<file path="config.mk">
export PLATFORM = sky130hd
export DESIGN_NAME = latched_demux
export DESIGN_NICKNAME = d
export VERILOG_FILES = /design/src/rtl/latched_demux.sv
export SDC_FILE = /design/constraint.sdc
export NUM_CORES = 1
export LEC_CHECK = 0
export CELL_PAD_IN_SITES_DETAIL_PLACEMENT = 1
export CELL_PAD_IN_SITES_GLOBAL_PLACEMENT = 2
export CORE_AREA = 3 3 76 78
export DETAILED_ROUTE_END_ITERATION = 7
export DIE_AREA = 0 0 79 81
export PLACE_DENSITY_LB_ADDON = 0.1
export SYNTH_ARGS = -nofsm -noshare
export SYNTH_HDL_FRONTEND = slang
export SYNTH_SLANG_ARGS = --single-unit
</file>
<file path="constraint.sdc">
create_clock -name clk -period 1.2 [get_ports clk]
set_input_delay 0.18 -clock clk [delete_from_list [all_inputs] [get_ports clk]]
set_output_delay 0.18 -clock clk [all_outputs]
set_load 0.01 [all_outputs]
</file>
<file path="src/rtl/latched_demux.sv">
// latched_demux: registered one-to-N word demultiplexer with held slots.
// Manual mode routes by a latched select; auto mode deinterleaves a stream.
module latched_demux #(
    parameter int WIDTH     = 8,
    parameter int N_OUTPUTS = 3,
    parameter int SEL_WIDTH = 2
) (
    input  logic                         clk,
    input  logic                         resetn,
    input  logic                         clken,
    input  logic [SEL_WIDTH-1:0]         sel,
    input  logic                         auto,
    input  logic [WIDTH-1:0]             in,
    input  logic                         in_valid,
    input  logic                         in_sync,
    output logic [N_OUTPUTS*WIDTH-1:0]   out,
    output logic [N_OUTPUTS-1:0]         out_valid,
    output logic                         frame_done,
    output logic                         sel_err
);

    // Slot count needs one extra bit when N_OUTPUTS == 2**SEL_WIDTH.
    localparam logic [SEL_WIDTH:0]   NSLOT = (SEL_WIDTH+1)'(N_OUTPUTS);
    localparam logic [SEL_WIDTH-1:0] LAST  = SEL_WIDTH'(N_OUTPUTS - 1);

    logic [SEL_WIDTH-1:0] sel_reg;
    logic [SEL_WIDTH-1:0] cursor;
    logic [SEL_WIDTH-1:0] cursor_nxt;
    logic [SEL_WIDTH-1:0] wslot;
    logic [N_OUTPUTS-1:0] wen;
    logic                 sel_ok;

    assign sel_ok = ({1'b0, sel} < NSLOT);

    // Pick the slot for this cycle's word from pre-edge register state.
    always_comb begin
        wslot = sel_reg;
        if (auto) begin
            if (in_sync) begin
                wslot = '0;
            end else begin
                wslot = cursor;
            end
        end
    end

    // One-hot write enable for the addressed slot.
    always_comb begin
        wen = '0;
        for (int k = 0; k < N_OUTPUTS; k++) begin
            wen[k] = in_valid && (wslot == SEL_WIDTH'(k));
        end
    end

    // Cursor follows the latched select in manual mode, else advances.
    always_comb begin
        cursor_nxt = cursor;
        if (!auto) begin
            cursor_nxt = sel_reg;
        end else if (clken && sel_ok) begin
            cursor_nxt = sel;
        end else if (in_valid && in_sync) begin
            cursor_nxt = SEL_WIDTH'(1);
        end else if (in_valid) begin
            if (wslot == LAST) begin
                cursor_nxt = '0;
            end else begin
                cursor_nxt = wslot + SEL_WIDTH'(1);
            end
        end
    end

    // Select latch and cursor registers; illegal selects are dropped.
    always_ff @(posedge clk) begin
        if (!resetn) begin
            sel_reg <= '0;
            cursor  <= '0;
        end else begin
            if (clken && sel_ok) begin
                sel_reg <= sel;
            end
            cursor <= cursor_nxt;
        end
    end

    // Held output slots; only the addressed slot is overwritten.
    always_ff @(posedge clk) begin
        if (!resetn) begin
            out <= '0;
        end else begin
            for (int k = 0; k < N_OUTPUTS; k++) begin
                if (wen[k]) begin
                    out[k*WIDTH +: WIDTH] <= in;
                end
            end
        end
    end

    // One-cycle strobes: write, end of auto frame, illegal select.
    always_ff @(posedge clk) begin
        if (!resetn) begin
            out_valid  <= '0;
            frame_done <= 1'b0;
            sel_err    <= 1'b0;
        end else begin
            out_valid  <= wen;
            frame_done <= auto && in_valid && (wslot == LAST);
            sel_err    <= clken && !sel_ok;
        end
    end

endmodule

</file>
==> results of run 1 <==
## worst max-delay path, delay by kind of cell
family	cells	cell delay (ns)
AO/OA/AOI/OAI	2	0.30
AND/OR/NAND/NOR	2	0.27
buffers and inverters	2	0.58
## through the flow
stage	TNS, ns	instances	instance area (µm²)
final	0	262	2056
after global routing	-0.2397	262	2056
after detailed placement	-11.35	252	1926
after global placement	-10.65	252	1926
after floorplan	0	133	1326
after CTS	0	262	2031
## layer usage
metal  vias to the layer above  share of wire  global-route usage
met5                         -              0                   0
met4                         0          0.022             0.06014
met3                         8          0.069             0.04324
met2                        34           0.49              0.1995
met1                       534           0.42              0.1350
li1                        563              -                   -
## final cells by class
type                    instances  area (µm²)
flip-flops and latches         33       666.9
inverters                       2       7.507
repair buffers                 58       541.8
well taps                      70       87.58
multi-input cells              92       665.6
clock buffers                   7       86.33
fillers                       626        3084
## synth_stat cells, types with 2 or more instances
cell,instances,area [µm²]
dfxtp_1,33,660.6
o21ai_0,2,10.01
nand2b_1,2,12.51
a21oi_1,2,10.01
mux2i_1,24,240.2
nor2b_1,2,12.51
o211a_1,2,20.02
buf_6,2,22.52
clkbuf_1,2,7.510
nand3b_1,2,15.01
nand2b_4,2,27.53
nor2_1,4,15.01
inv_1,2,7.510
nand2_1,35,131.4
## worst max-delay path by stage
| stage | from | to | slack (ns) | depth (start not counted) |
|---|---|---|---|---|
| final | sel[0] | cursor[0]$_SDFFE_PN0P_ | 0.04 | 6 |
| after global routing | cursor[0]$_SDFFE_PN0P_ | out[0]$_SDFFE_PN0P_ | -0.03 | 5 |
| after CTS | cursor[0]$_SDFFE_PN0P_ | out[23]$_SDFFE_PN0P_ | 0.02 | 4 |
| after detailed placement | auto | out[9]$_SDFFE_PN0P_ | -0.45 | 5 |
| after global placement | auto | out[12]$_SDFFE_PN0P_ | -0.41 | 5 |
| after floorplan | sel_reg[1]$_SDFFE_PN0P_ | out[23]$_SDFFE_PN0P_ | 0.14 | 5 |
## power by group through the flow
stage	clock network (mW)	registers, mW	logic (mW)
floorplan	0	1.21	0.151
global placement	0	1.19	0.368
detailed placement	0	1.20	0.375
CTS	0.879	1.17	0.369
global route	0.914	1.18	0.409
finish	0.842	1.17	0.372
## logic make-up (layout without fill, tap and decap cells)
logic type,after synthesis,count (layout),share of synthesized area
simple gates,55,56,0.2094
flops,33,33,0.4981
mux,24,24,0.1811
compound gates,12,12,0.07265
buf+inv,9,67,0.03867
## repair_timing
| item | in CTS | in global routing |
|---|---|---|
| setup buffers | 2 | 0 |
| pin swaps | 4 | 4 |
| hold buffers | 0 | 0 |
| endpoints found under the setup margin | 57 | 16 |
| gates resized for setup | 40 | 8 |
| gates cloned | 1 | 0 |
==> results.toml, run 1 <==
[power_and_ir_drop]
power.leakage_nw = 1.053
switching_power_uw = 588.4
p_total_mw = 2.385
pwr-share-seq = 0.491
irDropWorstVdd_mv = 0.4218
power_density_nw_per_um2 = 1160
internal-power_mw = 1.797
switching_share = 0.2467
clkPwrFrac = 0.353
combPwrFrac = 0.156

[logic_synthesis]
mappedNetlistArea_um2 = 1326
synth_fp_nets = 149
ys_seq_elements = 33
yosys_warnings = 0
yosysSeqAreaShare = 0.4981
synth_cell_types = 31
postSynth.asyncResetShare = 0
synth_top_flop_cell = "dfxtp_1"
avgSynthCellArea_um2 = 9.972
synth_edf_count = 0
syn_inst = 133

[layout]
layout_common_cells = "nand2_1, dlygate4sd2_1, dfxtp_1"
antenna_cells = 0
final_util = 0.4000
mostFrequentLayoutCell = "nand2_1"
reg_top3 = "out: 24 flops, out_valid: 3 flops"
final_nets = 208
largest_reg_flops = 24
drive_gt1_frac = 0.1823
largest_register = "out"
syn2layout_area_growth_pct = 55.00

[clocking]
cts_htree_levels = 2
cts_sinks = 33
clk_pin_slew_ns = 0.07
clk_path_buf_depth = 2
root_buffer = "clkbuf_8"
numCtsBuffers = 5
clk_latency_ns = 0.28
cts_tree = "done"

[timing]
max_clock_freq_mhz = 860.2
tightest_slew_ns = 0.2592
grt_setup_unrepaired = "true"
skew_ns = 0.006259
relSlewSlack = 0.8272
slew_violations = 0
post-route-min-period_ns = 1.163
hold_viol_final = 0
setup_viol_count_final = 0
post-route-period-util = 0.9688
postLayoutSetupSlackWorst_ns = 0.03747
hold_ws_ns = 0.2984

[floorplan]
dieWidth_um = 79
initial_core_util = 0.2580
die_area_um2 = 6399
core-area_um2 = 5140
io_pins = 45
die_h_um = 81
rows = 26

[worst_hold_path]
min_from = "in_valid"
whs_endpoint = "out_valid[0]$_SDFF_PN0_"
hold_path_class = "in -> reg"
worstHoldPathCells = 3

[critical_path]
cp-start-kind = "input pin"
cp-end-kind = "register"
r2r_setup_slack_ns = 0.05
slowest_stage = "clkdlybuf4s50_1"
cp_cell_sequence = "clkdlybuf4s50_1, buf_4, nand2b_1, o311ai_1, nand2_1, o211a_1"
slowest_delay_ns = 0.43
cp_max_fo = 3
r2r-end = "out[7]$_SDFFE_PN0P_"
critical_path_required_ns = 1.37
rr_startpoint = "cursor[0]$_SDFFE_PN0P_"
rr_worst_depth = 5
path_class = "in -> reg"
worstPathArrival_ns = 1.34

[routing]
drc = 0
via_per_inst = 4.347
wire_per_inst_um = 13.67
drt-initial-drc-count = 23
wl_um = 3582
dr.pass1.iters = 3
ant_nets = 0
vias = 1139

[placement]
routabilityCongestion = 0.7730
post-place-ws_ns = -0.4464
dp_hpwl_um = 2552
io_buffer_count = 44

[global_routing]
grt_start_max_net_pins = 23
grt_first_pass_wirelength_um = 5706
antenna_found_initial = 0
globalRouteTotalUtil = 0.1196
grt_pass1_vias = 1183
overflow = 0

[job]
drv_cap = 0

[run_status]
status = "completed"
Power figures use the tool's default switching activity.
==> run 2: changes to the inputs <==
CORE_AREA = 2 2 75 77   (was 3 3 76 78)
DIE_AREA = 0 0 77 79   (was 0 0 79 81)
==> run 2 against run 1 <==
Net effect: non-clock buffer count up 1; cell count up 1.1%; combinational power down 3%; flip-flop and latch count unchanged.
==> results.toml, run 2 (synthesized netlist as in run 1, its figures left out) <==
[layout]
mostFrequentLayoutCell = "nand2_1"
syn2layout_area_growth_pct = 53.77
antenna_cells = 0
largest_register = "out"
largest_reg_flops = 24
reg_top3 = "out: 24 flops, out_valid: 3 flops"
finish.instance_area_um2 = 2039
final_nets = 208
drive_gt1_frac = 0.1917
layout_common_cells = "nand2_1, dlygate4sd2_1, dfxtp_1"

[placement]
dp_hpwl_um = 2635
placed_cell_area_um2 = 1971
io_buffer_count = 44
routabilityCongestion = 0.7723

[routing]
wire_per_inst_um = 13.21
dr.pass1.iters = 2
ant_nets = 0
via_per_inst = 4.325
wl_um = 3500
drt-initial-drc-count = 19
vias = 1146
drc = 0

[floorplan]
io_pins = 45
die_h_um = 79
rows = 27
die_area_um2 = 6083
core-area_um2 = 5338
initial_core_util = 0.2485
dieWidth_um = 77

[timing]
skew_ns = 0.004967
hold_ws_ns = 0.3175
hold_viol_final = 0
post-route-period-util = 0.9507
relSlewSlack = 0.8185
slew_violations = 0
tightest_slew_ns = 0.2714
max_clock_freq_mhz = 876.5
post-route-min-period_ns = 1.141
setup_viol_count_final = 0
grt_setup_unrepaired = "true"

[power_and_ir_drop]
pwr-share-seq = 0.498
clkPwrFrac = 0.349
switching_share = 0.2606
power_density_nw_per_um2 = 1151
combPwrFrac = 0.153
internal-power_mw = 1.736
power.leakage_nw = 1.065
irDropWorstVdd_mv = 0.4557
switching_power_uw = 611.8

[clocking]
clk_path_buf_depth = 2
clk_latency_ns = 0.28
hold_buffers = 0
root_buffer = "clkbuf_8"
cts_tree = "done"
clk_pin_slew_ns = 0.07
numCtsBuffers = 5
cts_sinks = 33
cts_htree_levels = 2

[critical_path]
path_class = "in -> reg"
worstPathArrival_ns = 1.31
rr_startpoint = "cursor[0]$_SDFFE_PN0P_"
startpoint = "clken"
cp_max_fo = 4
cp-end-kind = "register"
critical_path_required_ns = 1.37
cp-start-kind = "input pin"

[global_routing]
globalRouteTotalUtil = 0.1203
grt_start_max_net_pins = 25
antenna_found_initial = 0
grt_pass1_vias = 1183
overflow = 0
grt_first_pass_wirelength_um = 5747

[run_status]
status = "completed"

[worst_hold_path]
min_from = "sel[0]"
hold_path_class = "in -> reg"

[job]
drv_cap = 0
[run 2: cell types whose count changed in the layout (fill, tap and decap cells not counted), moves of 2 or more]
cell and delta:
clkinv_2 +2, buf_6 -2, buf_4 +2, o21ai_2 +2
[run 2: worst max-delay path, stage by stage]
cell             delay, ns
clkdlybuf4s50_1       0.47
a21boi_2              0.21
nor3b_2               0.07
buf_4                 0.16
o211a_1               0.23
[run 2: path summary, 6_finish.rpt]
kind / slack [ns] / cells after the start / to
setup / recovery: 0.06 / 5 / cursor[0]$_SDFFE_PN0P_
hold reg to reg: 0.46 / 2 / out[23]$_SDFFE_PN0P_
hold / removal: 0.32 / 4 / sel_err$_SDFF_PN0_
setup reg to reg: 0.08 / 4 / out[16]$_SDFFE_PN0P_
[run 2: stage by stage]
step | utilization | worst slack [ns] | TNS, ns | power [mW] | std cells
global route | 0.3821 | -0.01393 | -0.03437 | 2.462 | 265
finish | 0.3821 | 0.05914 | 0 | 2.348 | 265
detailed placement | 0.3692 | -0.4006 | -11.12 | 1.582 | 258
global placement | 0.3692 | -0.3643 | -10.19 | 1.572 | 258
CTS | 0.3793 | 0.006521 | 0 | 2.394 | 266
floorplan | - | 0.1408 | 0 | 1.361 | 133
[run 2: layout make-up]
class | count | area (µm²)
Clock inverter | 3 | 17.52
Fill cell | 652 | 3298
Clock buffer | 5 | 68.82
Sequential cell | 33 | 664.4
Tap cell | 72 | 90.09
Inverter | 2 | 7.507
Timing Repair Buffer | 59 | 556.8
Multi-Input combinational cell | 91 | 634.4
[run 2: power groups by stage]
stage,sequential (mW),clock [mW],combinational (mW)
after floorplan,1.21,0,0.151
after global placement,1.19,0,0.380
after detailed placement,1.20,0,0.386
after CTS,1.17,0.861,0.364
after global routing,1.18,0.896,0.391
final,1.17,0.819,0.359
[run 2: timing repair]
action                     in CTS  in global routing
pin swaps                       1                  3
buffers inserted                0                  0
setup endpoints to repair      58                 16
resized for setup              35                  9
gates cloned                    0                  0
[run 2: per-layer routing]
metal / up-vias / track usage / wire length [µm]
li1: 566 / - / -
met1: 547 / 0.1291 / 1420
met2: 28 / 0.2211 / 1837
met3: 5 / 0.03750 / 190
met4: 0 / 0.04643 / 51
met5: - / 0 / 0
